===== src/rtl/md5_job_controller.sv =====
// rtl/md5_job_controller.sv - MD5 search job sequencer: hash load, driver enable/reset, result capture
// Optional RUN-state watchdog: define MD5_JOB_TIMEOUT_EN.
`timescale 1ns/1ps
module md5_job_controller #(
    parameter logic [31:0] CAND_OFFSET    = 32'd0,
    parameter logic [31:0] TIMEOUT_CYCLES = 32'hFFFF_FFFF,
    parameter int unsigned RST_PULSE      = 2
) (
    input  logic         CLK,
    input  logic         reset,
    input  logic         wr_en,
    input  logic [1:0]   wr_addr,
    input  logic [31:0]  wr_data,
    input  logic         start,
    input  logic         abort,
    output logic         enable_switch,
    output logic [127:0] target_selected,
    output logic         core_resetn,
    input  logic         status_running,
    input  logic         status_warming,
    input  logic         status_found,
    input  logic         status_done,
    input  logic [31:0]  target,
    output logic         busy,
    output logic         result_valid,
    output logic         result_found,
    output logic [31:0]  result_word,
    output logic [31:0]  cycle_count,
    output logic         timed_out,
    output logic         cmd_err
);

    typedef enum logic [2:0] {
        IDLE  = 3'd0,
        ARM   = 3'd1,
        RUN   = 3'd2,
        DRAIN = 3'd3,
        KILL  = 3'd4
    } state_t;

    state_t         state_q, state_d;
    logic [3:0]     load_mask_q, load_mask_d;
    logic [127:0]   hash_q, hash_d;
    logic           enable_switch_q, enable_switch_d;
    logic           core_resetn_q, core_resetn_d;
    logic           busy_q, busy_d;
    logic           result_valid_q, result_valid_d;
    logic           result_found_q, result_found_d;
    logic [31:0]    result_word_q, result_word_d;
    logic [31:0]    cycle_count_q, cycle_count_d;
    logic           timed_out_q, timed_out_d;
    logic           cmd_err_q, cmd_err_d;
    logic [31:0]    pulse_cnt_q, pulse_cnt_d;
    logic           kill_req;

    always_comb begin
        state_d         = state_q;
        load_mask_d     = load_mask_q;
        hash_d          = hash_q;
        enable_switch_d = enable_switch_q;
        core_resetn_d   = core_resetn_q;
        result_valid_d  = result_valid_q;
        result_found_d  = result_found_q;
        result_word_d   = result_word_q;
        cycle_count_d   = cycle_count_q;
        timed_out_d     = timed_out_q;
        pulse_cnt_d     = pulse_cnt_q;
        cmd_err_d       = 1'b0;
        kill_req        = 1'b0;

        // The write lands before the start check so start+last-word in one cycle is accepted.
        if (wr_en) begin
            if (state_q == IDLE) begin
                load_mask_d[wr_addr]             = 1'b1;
                hash_d[{wr_addr, 5'd0} +: 32]    = wr_data;
            end else begin
                cmd_err_d = 1'b1;
            end
        end
        if (start && state_q != IDLE) begin
            cmd_err_d = 1'b1;
        end

        case (state_q)
            IDLE: begin
                if (start) begin
                    if (load_mask_d == 4'hF) begin
                        state_d         = ARM;
                        enable_switch_d = 1'b1;
                        result_valid_d  = 1'b0;
                        timed_out_d     = 1'b0;
                        cycle_count_d   = 32'd0;
                    end else begin
                        cmd_err_d = 1'b1;
                    end
                end
            end
            ARM: begin
                if (abort) begin
                    kill_req = 1'b1;
                end else if (status_running) begin
                    state_d = RUN;
                end
            end
            RUN: begin
                cycle_count_d = (cycle_count_q == 32'hFFFF_FFFF) ? cycle_count_q
                                                                 : cycle_count_q + 32'd1;
                if (abort) begin
                    kill_req = 1'b1;
                end else if (status_done) begin
                    result_found_d  = status_found;
                    result_word_d   = target - CAND_OFFSET;
                    enable_switch_d = 1'b0;
                    state_d         = DRAIN;
                end
`ifdef MD5_JOB_TIMEOUT_EN
                else if (cycle_count_d >= TIMEOUT_CYCLES) begin
                    timed_out_d = 1'b1;
                    kill_req    = 1'b1;
                end
`endif
            end
            DRAIN: begin
                if (abort) begin
                    kill_req = 1'b1;
                end else if (!status_done && !status_running) begin
                    result_valid_d = 1'b1;
                    state_d        = IDLE;
                end
            end
            KILL: begin
                if (pulse_cnt_q == 32'd0) begin
                    core_resetn_d  = 1'b1;
                    result_valid_d = 1'b1;
                    result_found_d = 1'b0;
                    state_d        = IDLE;
                end else begin
                    pulse_cnt_d = pulse_cnt_q - 32'd1;
                end
            end
            default: begin
                state_d = IDLE;
            end
        endcase

        // The driver ignores enable_switch mid-search, so cancelling means resetting it.
        if (kill_req) begin
            state_d         = KILL;
            enable_switch_d = 1'b0;
            core_resetn_d   = 1'b0;
            pulse_cnt_d     = RST_PULSE - 32'd1;
        end

        busy_d = (state_d != IDLE);
    end

    always_ff @(posedge CLK or posedge reset) begin
        if (reset) begin
            state_q         <= IDLE;
            load_mask_q     <= 4'd0;
            hash_q          <= 128'd0;
            enable_switch_q <= 1'b0;
            core_resetn_q   <= 1'b1;
            busy_q          <= 1'b0;
            result_valid_q  <= 1'b0;
            result_found_q  <= 1'b0;
            result_word_q   <= 32'd0;
            cycle_count_q   <= 32'd0;
            timed_out_q     <= 1'b0;
            cmd_err_q       <= 1'b0;
            pulse_cnt_q     <= 32'd0;
        end else begin
            state_q         <= state_d;
            load_mask_q     <= load_mask_d;
            hash_q          <= hash_d;
            enable_switch_q <= enable_switch_d;
            core_resetn_q   <= core_resetn_d;
            busy_q          <= busy_d;
            result_valid_q  <= result_valid_d;
            result_found_q  <= result_found_d;
            result_word_q   <= result_word_d;
            cycle_count_q   <= cycle_count_d;
            timed_out_q     <= timed_out_d;
            cmd_err_q       <= cmd_err_d;
            pulse_cnt_q     <= pulse_cnt_d;
        end
    end

    assign enable_switch   = enable_switch_q;
    assign target_selected = hash_q;
    assign core_resetn     = core_resetn_q;
    assign busy            = busy_q;
    assign result_valid    = result_valid_q;
    assign result_found    = result_found_q;
    assign result_word     = result_word_q;
    assign cycle_count     = cycle_count_q;
    assign timed_out       = timed_out_q;
    assign cmd_err         = cmd_err_q;

    // Warming is informational only; the watchdog limit is dead when the watchdog is compiled out.
    logic unused_inputs;
`ifdef MD5_JOB_TIMEOUT_EN
    assign unused_inputs = status_warming;
`else
    assign unused_inputs = status_warming ^ (^TIMEOUT_CYCLES);
`endif

endmodule


===== config.mk =====
export PLATFORM = sky130hd
export DESIGN_NAME = md5_job_controller
export DESIGN_NICKNAME = d
export VERILOG_FILES = /design/src/rtl/md5_job_controller.sv
export SDC_FILE = /design/constraint.sdc
export NUM_CORES = 1
export LEC_CHECK = 0
export BUFFER_PORTS_ARGS = -buffer_cell sky130_fd_sc_hd__buf_2
export CAP_MARGIN = 30
export CELL_PAD_IN_SITES_DETAIL_PLACEMENT = 1
export CELL_PAD_IN_SITES_GLOBAL_PLACEMENT = 2
export CORE_ASPECT_RATIO = 0.7
export CORE_MARGIN = 5
export CORE_UTILIZATION = 30
export CTS_CLUSTER_DIAMETER = 80
export DETAILED_ROUTE_END_ITERATION = 7
export GPL_ROUTABILITY_DRIVEN = 0
export PLACE_DENSITY = 0.72
export SLEW_MARGIN = 10
export SYNTH_ARGS = -nofsm -noshare
export SYNTH_HDL_FRONTEND = slang
export SYNTH_SLANG_ARGS = --single-unit

===== constraint.sdc =====
create_clock -name CLK -period 9.3 [get_ports CLK]
set_input_delay 1.86 -clock CLK [delete_from_list [all_inputs] [get_ports CLK]]
set_output_delay 1.86 -clock CLK [all_outputs]
set_load 0.05 [all_outputs]

==> run_results.csv <==
group,metric,value,unit
outcome,status,"completed",
floorplanning,die_w,235,um
routing,viasPerCell,5.06,
cts,root_buffer,"clkbuf_16",
placement,portBuffers,271,
timing,tns,0,ps
timing,timing.final.crit_period,3790,ps
cts,clk_path_buf_depth,3,
floorplanning,die_area,39400,um2
finish,layout_common_cells,"275 x nand2_1, 271 x buf_2, 236 x dfrtp_1, 148 x o21ai_0, 45 x or4_1",
cts,path_clk_slew,60,ps
cts,cts_setup_buffers,0,
timing,period_share,40.7,%
timing,hold_viol_final,0,
worst_setup_path,cp.arrival,4160,ps
cts,numClockSinks,237,
timing,slew_headroom,37.7,%
placement,pre_cts_ws,4960,ps
power_and_ir_drop,p_sw_share,23.9,%
routing,drt-wirelength-per-cell,19.9,um
routing,routed_wl,36600,um
worst_setup_path,cp_cell_sequence,"buf_2, inv_1, ha_1, a31o_2, nand4_1, nor2_1, buf_4, a211oi_1",
yosys,async_flop_share,100,%
timing,finClkSkew,11.5,ps
cts,cts_made_buffers,27,
yosys,synth_area,10700,um2
worst_setup_path,rr_startpoint,"state_q[1]",
power_and_ir_drop,pwr-share-comb,5.3,%
finish,final-seq-area,5930,um2
global_routing,grt_overflow,0,
yosys,synth_edf_count,0,
timing,setup_viol,0,
job,drv_cap,0,
floorplanning,die_height,168,um
global_routing,antenna_found_initial,3,
yosys,synthFlopType,"dfrtp_1",
global_routing,grt_pass1_wl,58100,um
cts,cts_tree,"built",
routing,drt-pass1-iter-count,4,
routing,post-route-drc-count,0,
power_and_ir_drop,leakagePower,6.40,nW
power_and_ir_drop,switchingPower,0.000534,W
worst_setup_path,crit_required,9670,ps
cts,cts_resized,0,
floorplanning,pin_count,274,
worst_setup_path,path_class,"in -> reg",
power_and_ir_drop,clkPwrFrac,47.8,%
finish,mostFrequentLayoutCell,"nand2_1",
worst_setup_path,crit_fanout,24,
worst_setup_path,cp_top_family,"simple AND/OR/NAND/NOR gates",
min_path,hold_end,"target_selected[71]",
worst_setup_path,crit_path_end_kind,"flop",
finish,area_delta_synth_final,26.4,%
worst_setup_path,max_stage_delay,640,ps
global_routing,grtUsageTotal,18.1,%
routing,ant_nets,0,
yosys,ys_types,57,
floorplanning,placementRows,57,
worst_setup_path,reg2reg_depth,6,
floorplanning,start_util,30.5,%
timing,worstMarginPinSlew,931,ps
routing,drtIter0Drc,447,
yosys,ys_seq_area_share,55.7,%
timing,fmax,264,MHz
routing,routed-via-count,9284,
timing,rsz0062_at_grt,"no",
yosys,ys_warn_count,0,
yosys,syn-num-nets,1180,
min_path,hp-start,"target_selected[71]",
yosys,syn_area_per_cell,9.73,um2
power_and_ir_drop,sequentialPowerShare,47.0,%
yosys,syn_inst,1095,
power_and_ir_drop,p_per_area,166,nW/um2
worst_setup_path,startpoint_type,"primary input",
finish,fillers,4003,
min_path,min_path_type,"reg -> reg",
min_path,min_path_cells,2,
cts,htree_levels,1,
finish,final_nets,1432,
global_routing,grt_pass1_vias,9552,
yosys,ys_ff_latch,237,
finish,multi_input_area,4480,um2
worst_setup_path,crit_slowest_cell,"nand4_1",
timing,slew_violations,0,
floorplanning,fp.coreArea,34900,um2
timing,setup_ws,5510,ps
placement,dpl.hpwl,25300,um
cts,clock_latency,530,ps
power_and_ir_drop,internal-power,0.00170,W
power_and_ir_drop,max-vdd-ir-drop,0.107,mV
worst_setup_path,r2r_end,"cycle_count[26]",
finish,drive_above_1_share,28.8,%
global_routing,grt_max_degree,109,
worst_setup_path,rrSetupSlack,6250,ps
worst_setup_path,cp_num_buf_inv,3,
cts,ctsHoldBuffers,0,
## metal layers
| metal | vias to the layer above | routed length, um | part of all wire (%) | global-route usage, % |
|---|---|---|---|---|
| li1 | 4408 | - | - | - |
| met4 | 2 | 510 | 1.4 | 3.00 |
| met1 | 4687 | 18000 | 49 | 26.3 |
| met2 | 154 | 16900 | 46 | 29.0 |
| met5 | - | 11 | 0.030 | 0 |
| met3 | 33 | 1270 | 3.5 | 2.96 |
## cell usage after synthesis, types with 2 or more instances
cell	count	share of area (%)
o41ai_1	4	0.33
inv_1	7	0.25
o21bai_1	5	0.35
o2111ai_1	3	0.25
dfrtp_1	236	55
mux2i_1	10	0.94
and3_1	7	0.41
nor3b_1	4	0.28
o21ai_1	2	0.094
clkbuf_1	61	2.1
nor4_1	11	0.65
and2_1	3	0.18
nand2b_1	6	0.35
and4_1	5	0.41
a21oi_1	44	2.1
o21ai_0	148	7.0
or2_1	2	0.12
nor3_1	13	0.61
o31ai_1	39	2.7
nor2_1	16	0.56
or4b_2	2	0.19
buf_2	3	0.14
nand4_1	16	0.94
nor2b_1	2	0.12
nand2_1	279	9.8
buf_6	3	0.32
a21o_1	5	0.35
ha_1	10	1.2
o211ai_1	2	0.14
mux2_2	33	3.5
or2_2	4	0.23
or4_1	45	3.2
or3_1	17	1.0
nand3_1	23	1.1
or4_4	2	0.21
nor4b_1	2	0.16
## kinds of logic (layout without fill, tap and decap cells)
group | after synthesis | in the layout | share of synthesized area (%)
buffers and inverters | 75 | 343 | 2.92
AND/OR/NAND/NOR | 466 | 466 | 21.4
flip-flops | 237 | 237 | 55.7
XOR/XNOR | 1 | 1 | 0.0822
adder cells (fa/ha/maj) | 10 | 10 | 1.17
AO/OA/AOI/OAI | 262 | 262 | 14.3
other | 1 | 2 | 0.0352
multiplexers | 43 | 43 | 4.43
## how the worst max path moves through the flow
| stage | from | to | slack, ps | cells past startpoint |
|---|---|---|---|---|
| final | wr_addr[0] | cycle_count[26] | 5510 | 8 |
| after global routing | wr_en | cycle_count[26] | 5350 | 7 |
| after CTS | wr_en | cycle_count[26] | 5530 | 7 |
| after detailed placement | wr_en | cycle_count[26] | 4960 | 7 |
| after global placement | wr_addr[0] | enable_switch | 5040 | 8 |
| after floorplan | reset | busy | 940 | 1 |
## power by group through the flow
stage                     sequential (W)  combinational [W]  clock (W)
after floorplan                  0.00108          0.0000471          0
after CTS                        0.00105           0.000119    0.00111
final                            0.00105           0.000117    0.00107
after detailed placement         0.00107           0.000119          0
after global placement           0.00107           0.000117          0
after global routing             0.00105           0.000132    0.00115
## per-stage QoR
stage	area (um2)	std cells	utilization, %	hold WS (ps)	total power (W)
floorplan	10700	1095	-	440	0.00113
global placement	12500	1785	35.9	457	0.00118
detailed placement	12600	1788	36.0	465	0.00119
CTS	13400	1833	38.5	479	0.00227
global route	13500	1836	38.6	495	0.00233
finish	13500	1836	38.6	474	0.00223
## state kept, by name, summed over array words and instances (netlist names)
name and cells:
result_found 1, cmd_err 1, load_mask_q 4, core_resetn 1, result_word 32, target_selected 128, busy 1, state_q 3
result_valid 1, enable_switch 1, pulse_cnt_q 32, cycle_count 32
## area by class of cell
| type | count | share of cell area [%] |
|---|---|---|
| clock buffer | 37 | 5.67 |
| inverter | 7 | 0.251 |
| antenna | 1 | 0.0186 |
| timing repair buffer | 291 | 11.6 |
| multi-input combinational | 783 | 33.3 |
| tap | 472 | 4.39 |
| sequential | 237 | 44.1 |
| clock inverter | 8 | 0.753 |
## tightest hold or removal path: stages, from the launching register on
cell and delay, ps:
dfrtp_1 330, nand2_1 50, o21ai_0 60
Note: power is estimated with default switching activity, not from simulation.
